[config.mk]
export PLATFORM = sky130hd
export DESIGN_NAME = cr16_ctrl_fsm
export DESIGN_NICKNAME = d
export VERILOG_FILES = /design/src/rtl/cr16_ctrl_fsm.sv
export SDC_FILE = /design/constraint.sdc
export NUM_CORES = 1
export LEC_CHECK = 0
export CAP_MARGIN = 10
export CORE_MARGIN = 3
export CORE_UTILIZATION = 41
export DETAILED_ROUTE_END_ITERATION = 8
export PLACE_DENSITY = 0.81
export REMOVE_ABC_BUFFERS = 1
export SLEW_MARGIN = 40
export SYNTH_ARGS = -nofsm -noshare
export SYNTH_HDL_FRONTEND = slang
export SYNTH_SLANG_ARGS = --single-unit
[constraint.sdc]
create_clock -name clk -period 2.2 [get_ports clk]
set_input_delay 0.33 -clock clk [delete_from_list [all_inputs] [get_ports clk]]
set_output_delay 0.33 -clock clk [all_outputs]
set_load 0.005 [all_outputs]
[src/rtl/cr16_ctrl_fsm.sv]
// Fetch/execute controller for the CR16 16-bit datapath: fetches over req/ack,
// decodes into ALU and register-file controls, keeps the PSR and sequences branches/LOAD/STOR.
module cr16_ctrl_fsm #(
  parameter logic [15:0] RESET_PC = 16'h0000
) (
  input  logic        clk,
  input  logic        reset,
  output logic        mem_req,
  output logic        mem_we,
  output logic [15:0] mem_addr,
  output logic [15:0] mem_wdata,
  input  logic [15:0] mem_rdata,
  input  logic        mem_ack,
  output logic [3:0]  rf_raddr_a,
  output logic [3:0]  rf_raddr_b,
  input  logic [15:0] rf_rdata_a,
  input  logic [15:0] rf_rdata_b,
  output logic        rf_we,
  output logic [3:0]  rf_waddr,
  output logic [15:0] rf_wdata,
  output logic [3:0]  alu_op,
  output logic [7:0]  alu_imm,
  output logic        alu_imm_en,
  output logic        alu_carry_in,
  input  logic [15:0] alu_out,
  input  logic [4:0]  alu_flags,
  output logic [4:0]  psr,
  output logic [15:0] pc
);

  localparam int unsigned DW = 16;
  localparam int unsigned FW = 5;

  typedef enum logic [1:0] {FETCH, EXEC, MEM} state_t;

  state_t          state;
  logic [DW-1:0]   ir;
  logic [3:0]      op, ext, cond;
  logic            is_rtype, is_itype, is_shift, is_alu;
  logic [3:0]      dec_op;
  logic            flag_upd, alu_wr;
  logic            is_bcond, is_jcond, is_jal, is_load, is_stor;
  logic            taken;
  logic [DW-1:0]   pc_inc, pc_disp;

  // Condition evaluation against the CLFZN flag register
  function automatic logic cond_met(input logic [3:0] c, input logic [FW-1:0] f);
    logic fc, fl, ff, fz, fn;
    {fc, fl, ff, fz, fn} = f;
    case (c)
      4'h0:    cond_met = fz;
      4'h1:    cond_met = !fz;
      4'h2:    cond_met = fc;
      4'h3:    cond_met = !fc;
      4'h4:    cond_met = fl;
      4'h5:    cond_met = !fl;
      4'h6:    cond_met = !fl && !fz;
      4'h7:    cond_met = fl || fz;
      4'h8:    cond_met = fn;
      4'h9:    cond_met = !fn;
      4'hA:    cond_met = !fn && !fz;
      4'hB:    cond_met = fn || fz;
      4'hC:    cond_met = ff;
      4'hD:    cond_met = !ff;
      4'hE:    cond_met = 1'b1;
      default: cond_met = 1'b0;
    endcase
  endfunction

  // Instruction decode from the latched IR
  always_comb begin
    op   = ir[15:12];
    ext  = ir[7:4];
    cond = ir[11:8];
    is_rtype = (op == 4'h0) && (ext inside {4'h1, 4'h2, 4'h3, 4'h4, 4'h5, 4'h6,
                                            4'h7, 4'h9, 4'hA, 4'hB, 4'hD});
    is_itype = op inside {4'h1, 4'h2, 4'h3, 4'h5, 4'h6, 4'h7,
                          4'h9, 4'hA, 4'hB, 4'hD, 4'hF};
    is_shift = (op == 4'h8);
    is_alu   = is_rtype || is_itype || is_shift;
    dec_op   = is_rtype ? ext : op;
    // MOV, LU and NOT are the only ALU ops that leave the flags alone
    flag_upd = is_alu && !(dec_op inside {4'h4, 4'hD, 4'hF});
    alu_wr   = is_alu && (dec_op != 4'hB);
    is_bcond = (op == 4'hC);
    is_jcond = (op == 4'h4) && (ext == 4'hC);
    is_jal   = (op == 4'h4) && (ext == 4'h8);
    is_load  = (op == 4'h4) && (ext == 4'h0);
    is_stor  = (op == 4'h4) && (ext == 4'h4);
    taken    = cond_met(cond, psr);
    pc_inc   = pc + DW'(1);
    pc_disp  = pc + {{8{ir[7]}}, ir[7:0]};
  end

  // Port drive; request and write strobes are killed as soon as reset rises
  always_comb begin
    mem_req      = 1'b0;
    mem_we       = 1'b0;
    mem_addr     = pc;
    mem_wdata    = rf_rdata_a;
    rf_we        = 1'b0;
    rf_wdata     = alu_out;
    rf_waddr     = ir[11:8];
    rf_raddr_a   = ir[11:8];
    rf_raddr_b   = ir[3:0];
    alu_op       = dec_op;
    alu_imm      = ir[7:0];
    alu_imm_en   = is_itype;
    alu_carry_in = psr[4];
    case (state)
      FETCH: mem_req = 1'b1;
      EXEC: begin
        rf_we    = alu_wr || is_jal;
        rf_wdata = is_jal ? pc_inc : alu_out;
      end
      MEM: begin
        mem_req  = 1'b1;
        mem_we   = is_stor;
        mem_addr = rf_rdata_b;
        if (is_load && mem_ack) begin
          rf_we    = 1'b1;
          rf_wdata = mem_rdata;
        end
      end
      default: ;
    endcase
    if (reset) begin
      mem_req = 1'b0;
      mem_we  = 1'b0;
      rf_we   = 1'b0;
    end
  end

  // Control state, PC, IR and PSR
  always_ff @(posedge clk or posedge reset) begin
    if (reset) begin
      state <= FETCH;
      pc    <= RESET_PC;
      ir    <= '0;
      psr   <= '0;
    end else begin
      case (state)
        FETCH: begin
          if (mem_ack) begin
            ir    <= mem_rdata;
            state <= EXEC;
          end
        end
        EXEC: begin
          state <= FETCH;
          if (flag_upd) psr <= alu_flags;
          if (is_load || is_stor)          state <= MEM;
          else if (is_bcond && taken)      pc <= pc_disp;
          else if ((is_jcond && taken) || is_jal) pc <= rf_rdata_b;
          else                             pc <= pc_inc;
        end
        MEM: begin
          if (mem_ack) begin
            pc    <= pc_inc;
            state <= FETCH;
          end
        end
        default: state <= FETCH;
      endcase
    end
  end

endmodule
==> Yosys cells after proc, flatten, opt, wreduce, memory -nomap -nowiden <==
Cells that the tools add are included.
{ "totals": {"regBits": 39, "output_inout_bits": 98, "elab_cells": 116} }
{ "classes": {"addsub": 2, "n_eq_ne": 50, "mux": 22, "reduce_logical": 38} }
{ "ops": {"columns": ["operator", "n"], "rows": [
  ["$mux W16", 7],
  ["$eq A4 B4 Y1 const B", 22],
  ["$pmux W16 S2", 2],
  ["$eq A4 B3 Y1 const B", 13],
  ["$eq A4 B2 Y1 const B", 6],
  ["$reduce_bool A11 Y1", 2],
  ["$add A16 B1 Y16 const B", 1],
  ["$add A16 B16 Y16", 1],
  ["$pmux W1 S15", 1],
  ["$eq A4 B1 Y1 const B", 3],
  ["$logic_and A1 B1 Y1", 12],
  ["$logic_not A4 Y1", 3],
  ["$logic_or A1 B1 Y1", 7],
  ["$logic_not A1 Y1", 6],
  ["$mux W1", 6],
  ["$mux W2", 3],
  ["$ne A2 B2 Y1 const B", 3],
  ["$pmux W2 S3", 1],
  ["$reduce_and A2 Y1", 3],
  ["$mux W4", 1],
  ["$ne A4 B4 Y1 const B", 1],
  ["$reduce_and A3 Y1", 1],
  ["$reduce_bool A3 Y1", 1],
  ["$eq A2 B1 Y1 const B", 1],
  ["other kinds (5)", 5]
]} }

==> Longest topological paths before layout <==
{ "depth": {"word_depth": 9, "depth_mapped": 10} }

==> Worst setup path before layout <==
No wires, ideal clock.
{ "synth_path": {"kind": "register to output", "startpoint": "reg ir[5]", "endpoint": "out rf_wdata[12]", "arrival_time_ns": 2.078, "required_ns": 1.870, "setup_slack_ns": -0.208, "path_stages_with_launch": 9, "n_path_buf": 1, "cell_sequence": "dfrtp_1 -> or4b_4 -> nor2_1 -> nand2_1 -> or2_2 -> buf_6 -> nand2_1 -> o21ai_1 -> a221o_1"} }
{ "synth_via": {"elab_chain_len": 5, "word_cells_on_any_way": 8} }
{ "synth_lines": {"columns": ["element", "line", "source"], "rows": [
  ["start, declared", "37", "logic [DW-1:0] ir;"],
  ["start signal, assigned", "145", "ir <= mem_rdata;"],
  ["$logic_not A4 Y1", "88", "is_load = (op == 4'h4) && (ext == 4'h0);"],
  ["$logic_and A1 B1 Y1", "88", null],
  ["$logic_and A1 B1 Y1", "120", "if (is_load && mem_ack) begin"],
  ["$mux W16", "120", null],
  ["$pmux W16 S2 *", "110", "case (state)"],
  ["end, declared", "20", "output logic [15:0] rf_wdata,"]
]} }
Every way passes the cells marked *; elsewhere a longest branch is shown, timed or not.

==> Final worst setup path <==
{ "layout_path": {"startpoint": "reg ir[15]", "endpoint": "out rf_wdata[7]"} }
{ "layout_via": {"elab_chain_len": 5, "word_cells_on_any_way": 7} }
{ "layout_lines": {"columns": ["element", "line"], "rows": [
  ["$eq A4 B3 Y1 *", "87, 88"],
  ["$logic_and A1 B1 Y1", "88"],
  ["$logic_and A1 B1 Y1", "120"],
  ["$mux W16", "120"],
  ["$pmux W16 S2 *", "110"]
]} }
Marked as above.

==> flow_summary.toml <==
[floorplan]
fp-row-count = 37
start_util_pct = 42.46
die_area_um2 = 12020
die_y_um = 109.6
core_area_um2 = 10370
die_width_um = 109.6
ios = 170

[synth]
synthArstFlopShare_pct = 100.0
synth_area_um2 = 4403
synth_top_cell_by_area = "dfrtp_1"
synthTopCellsByArea = "dfrtp_1, mux2_2, buf_4"
synth_cells = 522
synth_top_cell_area_share_pct = 22.17
synth.most_common_cell = "buf_4"
avgSynthCellArea_um2 = 8.435
yosysWarnings = 0
ys_seq_elements = 39
yosys-top-cells-count = "buf_4, dfrtp_1, nand2_1"
synth_edf_count = 0
ys_seq_area_share_pct = 22.17
ys.flop_type = "dfrtp_1"
synth_cell_type_count = 68

[sta]
hold_viol_final = 0
setup_tns_ns = -17.93
worstMarginPinSlew_ns = 0.5573
rsz0062_at_grt = "yes"
setup_viol = 50
relSlewSlack_pct = 62.85
hold_slack_ns = 0.6084
fin_crit_sh_pct = 138.4
setup_slack_ns = -0.8449
fin_crit_ns = 3.045
fmax_ghz = 0.3284
drv_slew = 0
clock_skew_ns = 0.01301

[power_and_ir_drop]
power_density_nw_per_um2 = 1420
p_leak_nw = 3.420
peakVddDrop_mv = 0.8343
power_mw = 11.11

[routing]
drt-total-wl_um = 21200
vias = 5989
drtAntennaViolNets = 0
viasPerCell = 6.378
firstDrtPassIters = 6
wire_per_inst_um = 22.57
first_iter_violations = 587
drc = 0

[cells_and_area]
fin_cells = 939
drive_gt1_share_pct = 46.08
area_growth_pct = 77.72
nets = 896
antenna_cells = 0
seqCellArea_um2 = 977.2
n_fill_cell = 638
final_area_um2 = 7825
multi_input_comb_area_um2 = 3511

[cts]
h-tree-depth = 2
cts_root_buf = "clkbuf_8"
clockBufferDepth = 2
hold_buffers = 0
numCtsBuffers = 5
insertion_delay_ns = 0.30
cts_tree = "done"
cts.sinks = 39
clkTransAtPathRegs_ns = 0.09

[setup_path]
critical_path_required_ns = 1.87
arrival_ns = 2.71
crit_type = "reg -> out"
worst-path-max-fanout = 8
critPathLaunchType = "flop"
end_kind = "primary output"
reg2reg_depth = 11

[global_route]
grtUsageTotal_pct = 32.27
antenna_found_initial = 0
grt_pass1_vias = 5881
busiest_layer = "met2"
grt_use_met3_pct = 7.399
grtUsageMet2_pct = 54.45
grt_util_met1_pct = 38.45
overflow = 0
grt_pass1_wl_um = 30250
grt_max_degree = 40

[place]
dp_cells = 883
routabilityCongestion = 0.9128
numPortBuffers = 137
dp_hpwl_um = 13500
place_area_um2 = 6725

[run_status]
status = "finished with violations"
violations = "negative setup slack"

[hold_path]
holdPathStages = 1
holdCritPathClass = "reg -> reg"

[job]
maxCapViolCount = 0
-- through the flow --
| stage | setup slack [ns] | util, % |
|---|---|---|
| floorplan | -1.004 | - |
| global route | -0.8935 | 75.46 |
| global placement | -0.6502 | 64.85 |
| detailed placement | -0.7358 | 64.85 |
| finish | -0.8449 | 75.46 |
| CTS | -0.7877 | 71.16 |
-- timing repair --
| action | 4_1_cts | 5_1_grt |
|---|---|---|
| endpoints found under the setup margin | 61 | 58 |
| setup buffers | 28 | 27 |
| gates cloned | 3 | 0 |
| gates resized for setup | 205 | 111 |
| pin swaps | 44 | 41 |
-- critical path: stages, from the launching register on --
cell and delay [ns]:
dfrtp_1 0.38, or4b_4 0.55, buf_6 0.14, nor3_4 0.18, nand3b_4 0.16, buf_6 0.17
nor2_4 0.16, buf_6 0.17, buf_6 0.09, a22o_1 0.14, a221o_1 0.17, buf_2 0.12
-- layout make-up --
class / instances / area share [%]
clock buffers: 6 / 0.9274
inverters: 18 / 0.9274
multi-input cells: 399 / 44.87
flip-flops and latches: 39 / 12.49
well taps: 136 / 2.175
repair buffers: 341 / 38.62
-- path summary, 6_finish.rpt --
check	end	startpoint	slack, ns
setup reg to reg	pc[10]	pc[1]	-0.43
hold / removal	psr[2]	psr[2]	0.61
setup / recovery	rf_wdata[7]	ir[15]	-0.84
min in group asynchronous	ir[11]	reset	0.65
hold reg to reg	psr[2]	psr[2]	0.61
max in group asynchronous	pc[8]	reset	1.16
-- cells in the final DEF, fill, tap and decap left out, types with 14 or more instances in the layout --
master / Yosys / final
a221o_1: 17 / 17
a22o_1: 14 / 14
buf_2: 8 / 21
buf_4: 40 / 155
buf_6: 1 / 41
clkbuf_2: 0 / 14
clkdlybuf4s50_1: 0 / 97
dfrtp_1: 39 / 38
inv_1: 18 / 14
mux2_2: 34 / 26
nand2_1: 37 / 33
nand3_1: 15 / 15
nor2_1: 27 / 24
nor2b_1: 18 / 14
-- kinds of logic (layout without fill, tap and decap cells) --
kind of cell,after synthesis,after routing,share of synthesized area [%]
compound gates,164,164,28.05
buf+inv,84,365,10.97
mux,40,40,10.06
fa+ha+maj,20,20,5.854
simple gates,152,152,18.33
xor+xnor,23,23,4.575
flops,39,39,22.17
-- registers in the layout (all words and copies together) (netlist names) --
signal  cells
ir         16
psr         5
pc         16
state       2
-- where the power goes --
group / leakage (nW) / switching, mW / internal, mW / total [mW]
clock network: 0.0371 / 0.275 / 0.213 / 0.488
logic: 2.93 / 4.28 / 4.95 / 9.23
registers: 0.453 / 0.346 / 1.05 / 1.39
total: 3.42 / 4.90 / 6.21 / 11.1
-- metal layers --
metal,up-vias,wire (um)
met2,479,10230
met5,-,0
met3,131,2165
li1,2509,-
met4,0,1193
met1,2870,7605
(Power assumes the default switching activity.)
